## config.mk

```make
export PLATFORM = sky130hd
export DESIGN_NAME = coin_bank
export DESIGN_NICKNAME = d
export VERILOG_FILES = /design/src/rtl/vm_pkg.sv /design/src/rtl/coin_value_decode.sv /design/src/rtl/coin_bank.sv
export SDC_FILE = /design/constraint.sdc
export NUM_CORES = 1
export LEC_CHECK = 0
export ABC_AREA = 1
export CAP_MARGIN = 20
export CORE_MARGIN = 2
export CORE_UTILIZATION = 53
export CTS_BUF_LIST = sky130_fd_sc_hd__clkbuf_16
export CTS_CLUSTER_SIZE = 12
export DETAILED_ROUTE_END_ITERATION = 8
export GPL_ROUTABILITY_DRIVEN = 0
export PLACE_DENSITY_LB_ADDON = 0.08
export SYNTH_ARGS = -nofsm -noshare
export SYNTH_HDL_FRONTEND = slang
export SYNTH_SLANG_ARGS = --single-unit
```

## constraint.sdc

```tcl
create_clock -name clk -period 4.85 [get_ports clk]
set_input_delay 1.2125 -clock clk [delete_from_list [all_inputs] [get_ports clk]]
set_output_delay 1.2125 -clock clk [all_outputs]
set_load 0.01 [all_outputs]
```

## src/rtl/vm_pkg.sv

```systemverilog
// rtl/vm_pkg.sv - shared vending money types, coin encodings and helpers
package vm_pkg;

    localparam int          MONEY_W   = 11;
    localparam logic [10:0] MONEY_MAX = 11'd2047;

    typedef enum logic [1:0] {
        IDLE     = 2'd0,
        COLLECT  = 2'd1,
        DISPENSE = 2'd2,
        RETURN   = 2'd3
    } vm_state_t;

    typedef enum logic [1:0] {
        COIN_1  = 2'b00,
        COIN_5  = 2'b01,
        COIN_10 = 2'b10,
        COIN_25 = 2'b11
    } coin_type_t;

    localparam logic [10:0] COIN_1_VAL  = 11'd1;
    localparam logic [10:0] COIN_5_VAL  = 11'd5;
    localparam logic [10:0] COIN_10_VAL = 11'd10;
    localparam logic [10:0] COIN_25_VAL = 11'd25;

    // Money totals clamp at MONEY_MAX instead of wrapping.
    function automatic logic [10:0] sat_add(input logic [10:0] a, input logic [10:0] b);
        logic [11:0] sum;
        sum = {1'b0, a} + {1'b0, b};
        sat_add = (sum > {1'b0, MONEY_MAX}) ? MONEY_MAX : sum[10:0];
    endfunction

endpackage

```

## src/rtl/coin_value_decode.sv

```systemverilog
// rtl/coin_value_decode.sv - combinational coin_type to base-unit value
module coin_value_decode
    import vm_pkg::*;
(
    input  logic [1:0]  coin_type,
    output logic [10:0] value
);

    always_comb begin
        value = COIN_1_VAL;
        case (coin_type)
            COIN_1:  value = COIN_1_VAL;
            COIN_5:  value = COIN_5_VAL;
            COIN_10: value = COIN_10_VAL;
            COIN_25: value = COIN_25_VAL;
            default: value = COIN_1_VAL;
        endcase
    end

endmodule

```

## src/rtl/coin_bank.sv

```systemverilog
// rtl/coin_bank.sv - coin acceptance, credit, pricing and change; REFUND_TIMEOUT_EN adds idle auto-refund
module coin_bank
    import vm_pkg::*;
#(
    parameter logic [10:0] PRICE0  = 11'd15,
    parameter logic [10:0] PRICE1  = 11'd25,
    parameter logic [10:0] PRICE2  = 11'd40,
    parameter logic [10:0] PRICE3  = 11'd65,
    parameter logic [15:0] TIMEOUT = 16'd50000
) (
    input  logic        clk,
    input  logic        rst,
    input  logic        mode,
    input  logic        coin_valid,
    input  logic [1:0]  coin_type,
    input  logic [1:0]  item_sel,
    input  logic        buy,
    input  logic        cancel,
    input  logic        owner_take,
    output logic [10:0] machine_money,
    output logic [10:0] credit,
    output logic        dispense,
    output logic [1:0]  item_out,
    output logic        change_valid,
    output logic [10:0] change_amount,
    output logic        coin_reject,
    output logic        low_credit
);

    vm_state_t   state;
    logic [10:0] coin_val;
    logic [10:0] price;
    logic [11:0] credit_sum;
    logic        coin_fits;
    logic        credit_ok;
    logic        timeout_hit;

    coin_value_decode u_decode (
        .coin_type (coin_type),
        .value     (coin_val)
    );

    always_comb begin
        price = PRICE0;
        case (item_sel)
            2'd0:    price = PRICE0;
            2'd1:    price = PRICE1;
            2'd2:    price = PRICE2;
            2'd3:    price = PRICE3;
            default: price = PRICE0;
        endcase
    end

    assign credit_sum = {1'b0, credit} + {1'b0, coin_val};
    assign coin_fits  = (credit_sum <= {1'b0, MONEY_MAX});
    assign credit_ok  = (credit >= price);

`ifdef REFUND_TIMEOUT_EN
    logic [15:0] idle_cnt;

    assign timeout_hit = (state == COLLECT) && (idle_cnt == TIMEOUT - 16'd1);

    // Any customer activity, or leaving COLLECT, restarts the idle window.
    always_ff @(posedge clk or posedge rst) begin
        if (rst) begin
            idle_cnt <= 16'd0;
        end else if (state != COLLECT || mode || timeout_hit ||
                     coin_valid || buy || cancel) begin
            idle_cnt <= 16'd0;
        end else begin
            idle_cnt <= idle_cnt + 16'd1;
        end
    end
`else
    logic unused_timeout;
    assign unused_timeout = ^TIMEOUT;
    assign timeout_hit    = 1'b0;
`endif

    always_ff @(posedge clk or posedge rst) begin
        if (rst) begin
            state         <= IDLE;
            machine_money <= 11'd0;
            credit        <= 11'd0;
            dispense      <= 1'b0;
            item_out      <= 2'd0;
            change_valid  <= 1'b0;
            change_amount <= 11'd0;
            coin_reject   <= 1'b0;
            low_credit    <= 1'b0;
        end else begin
            dispense      <= 1'b0;
            item_out      <= 2'd0;
            change_valid  <= 1'b0;
            change_amount <= 11'd0;
            coin_reject   <= 1'b0;
            low_credit    <= 1'b0;
            case (state)
                IDLE: begin
                    if (coin_valid) begin
                        if (!mode && coin_fits) begin
                            credit <= credit_sum[10:0];
                            state  <= COLLECT;
                        end else begin
                            coin_reject <= 1'b1;
                        end
                    end
                    if (mode && owner_take)
                        machine_money <= 11'd0;
                end
                COLLECT: begin
                    if (mode || cancel || timeout_hit) begin
                        state         <= RETURN;
                        change_valid  <= (credit != 11'd0);
                        change_amount <= credit;
                        credit        <= 11'd0;
                        coin_reject   <= coin_valid;
                    end else if (buy) begin
                        coin_reject <= coin_valid;
                        if (credit_ok) begin
                            state         <= DISPENSE;
                            dispense      <= 1'b1;
                            item_out      <= item_sel;
                            machine_money <= sat_add(machine_money, price);
                            credit        <= credit - price;
                        end else begin
                            low_credit <= 1'b1;
                        end
                    end else if (coin_valid) begin
                        if (coin_fits)
                            credit <= credit_sum[10:0];
                        else
                            coin_reject <= 1'b1;
                    end
                end
                DISPENSE: begin
                    state         <= RETURN;
                    change_valid  <= (credit != 11'd0);
                    change_amount <= credit;
                    credit        <= 11'd0;
                    coin_reject   <= coin_valid;
                end
                RETURN: begin
                    state       <= IDLE;
                    coin_reject <= coin_valid;
                end
                default: state <= IDLE;
            endcase
        end
    end

endmodule

```

==> flow_summary_export.csv <==
group,metric,value,unit
outcome,outcome,"completed",
route,ant_nets,0,
worst_setup_path,worstReg2RegStart,"credit[2]$_DFFE_PP0P_",
global_route,grt_pass1_wl,14480,um
route,drt-pass1-iter-count,5,
timing,maxSlewHeadroom,0.5708,
yosys,ys_ff_latch,41,
clock_network,holdBufCountCts,0,
yosys,syn-cell-area,0.003323,sq mm
timing,fin_crit,3714,ps
power_and_ir_drop,pwr_density_cell,538.4,mW/mm^2
yosys,synthCells,490,
timing,finClkSkew,8.696,ps
global_route,grt_pass1_vias,3190,
worst_setup_path,crit_fanout,12,
finish,drive_above_1_share,0.06285,
timing,tightest_slew,643.1,ps
power_and_ir_drop,p_switching,1.044,mW
placement,placed_cell_area,0.003855,sq mm
clock_network,htree_levels,2,
floorplanning,num_rows,28,
clock_network,cts.clk_slew.worst_paths,60,ps
yosys,yosysTopAreaCellShare,0.3087,
global_route,gr-usage-all-layers,0.2490,
timing,setup_violations,0,
clock_network,cts.repair.resized,0,
timing,hold_viol,0,
finish,final_cells,616,
yosys,yosysWarnings,0,
clock_network,cts_root_buf,"clkbuf_16",
power_and_ir_drop,p_clk_frac,0.152,
clock_network,cts_setup_buffers,0,
yosys,synth_common_cells,"nand2_1, inv_1, nor2_1, dfrtp_1, nand3_1",
global_route,antenna_found_initial,0,
clock_network,clk_latency,290,ps
route,wl,8320,um
clock_network,cts_tree,"done",
timing,setup_tns,0,ps
yosys,yosys.cell_count.top_type,"nand2_1",
floorplanning,die_area,0.006920,sq mm
floorplanning,initial_core_util,0.5547,
placement,dp_cells,607,
yosys,synth_compound_area_frac,0.09036,
finish,final_cell_area,0.004025,sq mm
floorplanning,die_w,83.19,um
yosys,ys.flop_type,"dfrtp_1",
route,vias,3261,
yosys,avgSynthCellArea,6.782,sq um
floorplanning,ios,50,
yosys,synth_top_cell_by_area,"dfrtp_1",
worst_setup_path,crit_type,"input port to flop",
clock_network,clockBufferDepth,2,
power_and_ir_drop,seq_power_share,0.249,
yosys,synth_enable_flop_cells,0,
clock_network,cts_buffers,5,
min_path,hold_class,"flop to flop",
yosys,ys_types,35,
power_and_ir_drop,leakage,2.105,nW
worst_setup_path,setup.worst_path.start_class,"input port",
yosys,synthAdderAreaFrac,0.1084,
floorplanning,coreArea,0.005991,sq mm
yosys,syn_nets,528,
timing,final_max_slew_viol_count,0,
global_route,grt_max_degree,25,
worst_setup_path,critPathRequiredTime,5060,ps
placement,port_buffers,49,
worst_setup_path,critical_path_arrival,3930,ps
route,avgViaCountPerCell,5.294,
yosys,yosys.area_share.simple,0.3791,
finish,syn_to_final_growth,21.12,%
worst_setup_path,worstSetupEndpointType,"flop",
power_and_ir_drop,netSwitchingFraction,0.4818,
yosys,synth.area.top_cells,"dfrtp_1, nand2_1, ha_1",
global_route,grt_overflow,0,
clock_network,cts_num_sinks,41,
yosys,async_flop_share,1.000,
finish,fin_util,0.6719,
route,dr.first_iter.drc_count,190,
yosys,ys_seq_area_frac,0.3087,
yosys,synth_mux_area_frac,0,
job,maxCapViolations,0,
yosys,synth_xor_area_frac,0.02108,
finish,antenna_cells,0,
timing,rsz0062_at_grt,"no",
yosys,synth_top_family_by_area,"simple AND/OR/NAND/NOR gates",
finish,nets,578,
timing,period_share,0.7659,
power_and_ir_drop,ir_worst_vdd,0.2965,mV
power_and_ir_drop,p_comb_frac,0.599,
timing,timing.fmax,269.2,MHz
worst_setup_path,cp-startpoint,"item_sel[1]",
floorplanning,die_h,83.19,um
power_and_ir_drop,p_int,1.123,mW
route,remaining_drc_errors,0,
route,wl_per_cell,13.51,um
min_path,worstHoldStart,"machine_money[3]$_DFFE_PP0P_",
placement,dpl.hpwl,6375,um
==> path summary, 6_finish.rpt <==
check | end | slack [ps] | depth (start not counted)
min in group asynchronous | change_amount[2]$_DFF_PP0_ | 1180 | 2
min reg2reg | machine_money[3]$_DFFE_PP0P_ | 520 | 2
min | machine_money[3]$_DFFE_PP0P_ | 520 | 2
max reg2reg | credit[0]$_DFFE_PP0P_ | 2420 | 10
max in group asynchronous | machine_money[5]$_DFFE_PP0P_ | 3170 | 3
max | credit[0]$_DFFE_PP0P_ | 1140 | 14
==> per-stage QoR <==
stage	hold WS [ps]	power, mW	worst slack [ps]
after global routing	549.8	2.366	939.1
after floorplan	524.4	1.456	1859
after detailed placement	507.3	1.829	885.8
after global placement	499.6	1.805	1008
final	518.1	2.167	1136
after CTS	521.3	2.166	1143
==> worst max-delay path, stage by stage <==
cell and delay, ps:
clkdlybuf4s50_1 460, nor2_1 310, inv_1 160, ha_1 410
nand2_1 80, nand2_1 90, inv_1 50, nand2_1 130
nand2_1 110, nand3_2 120, nor3_2 60, nor2_2 520
nand2_1 140, o21ai_2 80
==> sequential cells by signal (all words and copies together), names as in the netlist <==
signal / flops
credit: 11
coin_reject: 1
dispense: 1
change_valid: 1
change_amount: 11
item_out: 2
machine_money: 11
state: 2
low_credit: 1
==> layout by cell type (no fill, tap or decap) <==
master	count
a211oi_1	2
a21boi_0	1
a21o_1	3
a21oi_1	20
a31oi_1	1
buf_16	1
buf_4	2
clkbuf_16	5
clkdlybuf4s50_1	49
clkinv_2	2
clkinvlp_4	1
dfrtp_1	41
fa_1	3
ha_1	24
inv_1	61
inv_2	1
inv_4	1
nand2_1	161
nand2_2	4
nand2_4	1
nand3_1	41
nand3_2	5
nand3b_1	3
nand4_1	6
nor2_1	53
nor2_2	4
nor2_4	1
nor2_8	1
nor3_1	4
nor3_2	1
nor4_1	2
o211ai_1	1
o21ai_0	21
o21ai_1	2
o21ai_2	3
or2_2	1
xnor2_1	7
xor2_1	1
==> cells by family (layout without fill, tap and decap cells) <==
| logic type | Yosys count | after routing |
|---|---|---|
| xor gates and xnor gates | 8 | 8 |
| DFF | 41 | 41 |
| buffers and inverters | 72 | 123 |
| and+or+nand+nor | 288 | 288 |
| AOI/OAI and AO/OA | 54 | 54 |
| adders and majority gates | 27 | 27 |
==> layout make-up <==
class,count,area [sq um]
Tap cell,75,93.84
Fill cell,528,1966
Sequential cell,41,1026
Clock inverter,3,17.52
Multi-Input combinational cell,377,1991
Inverter,63,239.0
Timing Repair Buffer,52,533.0
Clock buffer,5,125.1
==> layer usage <==
metal / GRT usage / vias up / routed length (um)
met3: 0.03579 / 10 / 470
met5: 0 / - / 0
met2: 0.4428 / 97 / 4007
met4: 0.05961 / 0 / 102
met1: 0.3182 / 1498 / 3740
li1: - / 1656 / -
==> power by group through the flow <==
stage | logic (mW) | registers [mW] | clock network [mW]
2_1_floorplan | 0.920 | 0.536 | 0
3_3_place_gp | 1.26 | 0.541 | 0
3_5_place_dp | 1.29 | 0.544 | 0
4_1_cts | 1.29 | 0.539 | 0.334
5_1_grt | 1.46 | 0.552 | 0.349
6_report | 1.30 | 0.540 | 0.329
No activity file was read; power rests on OpenSTA's default activity.
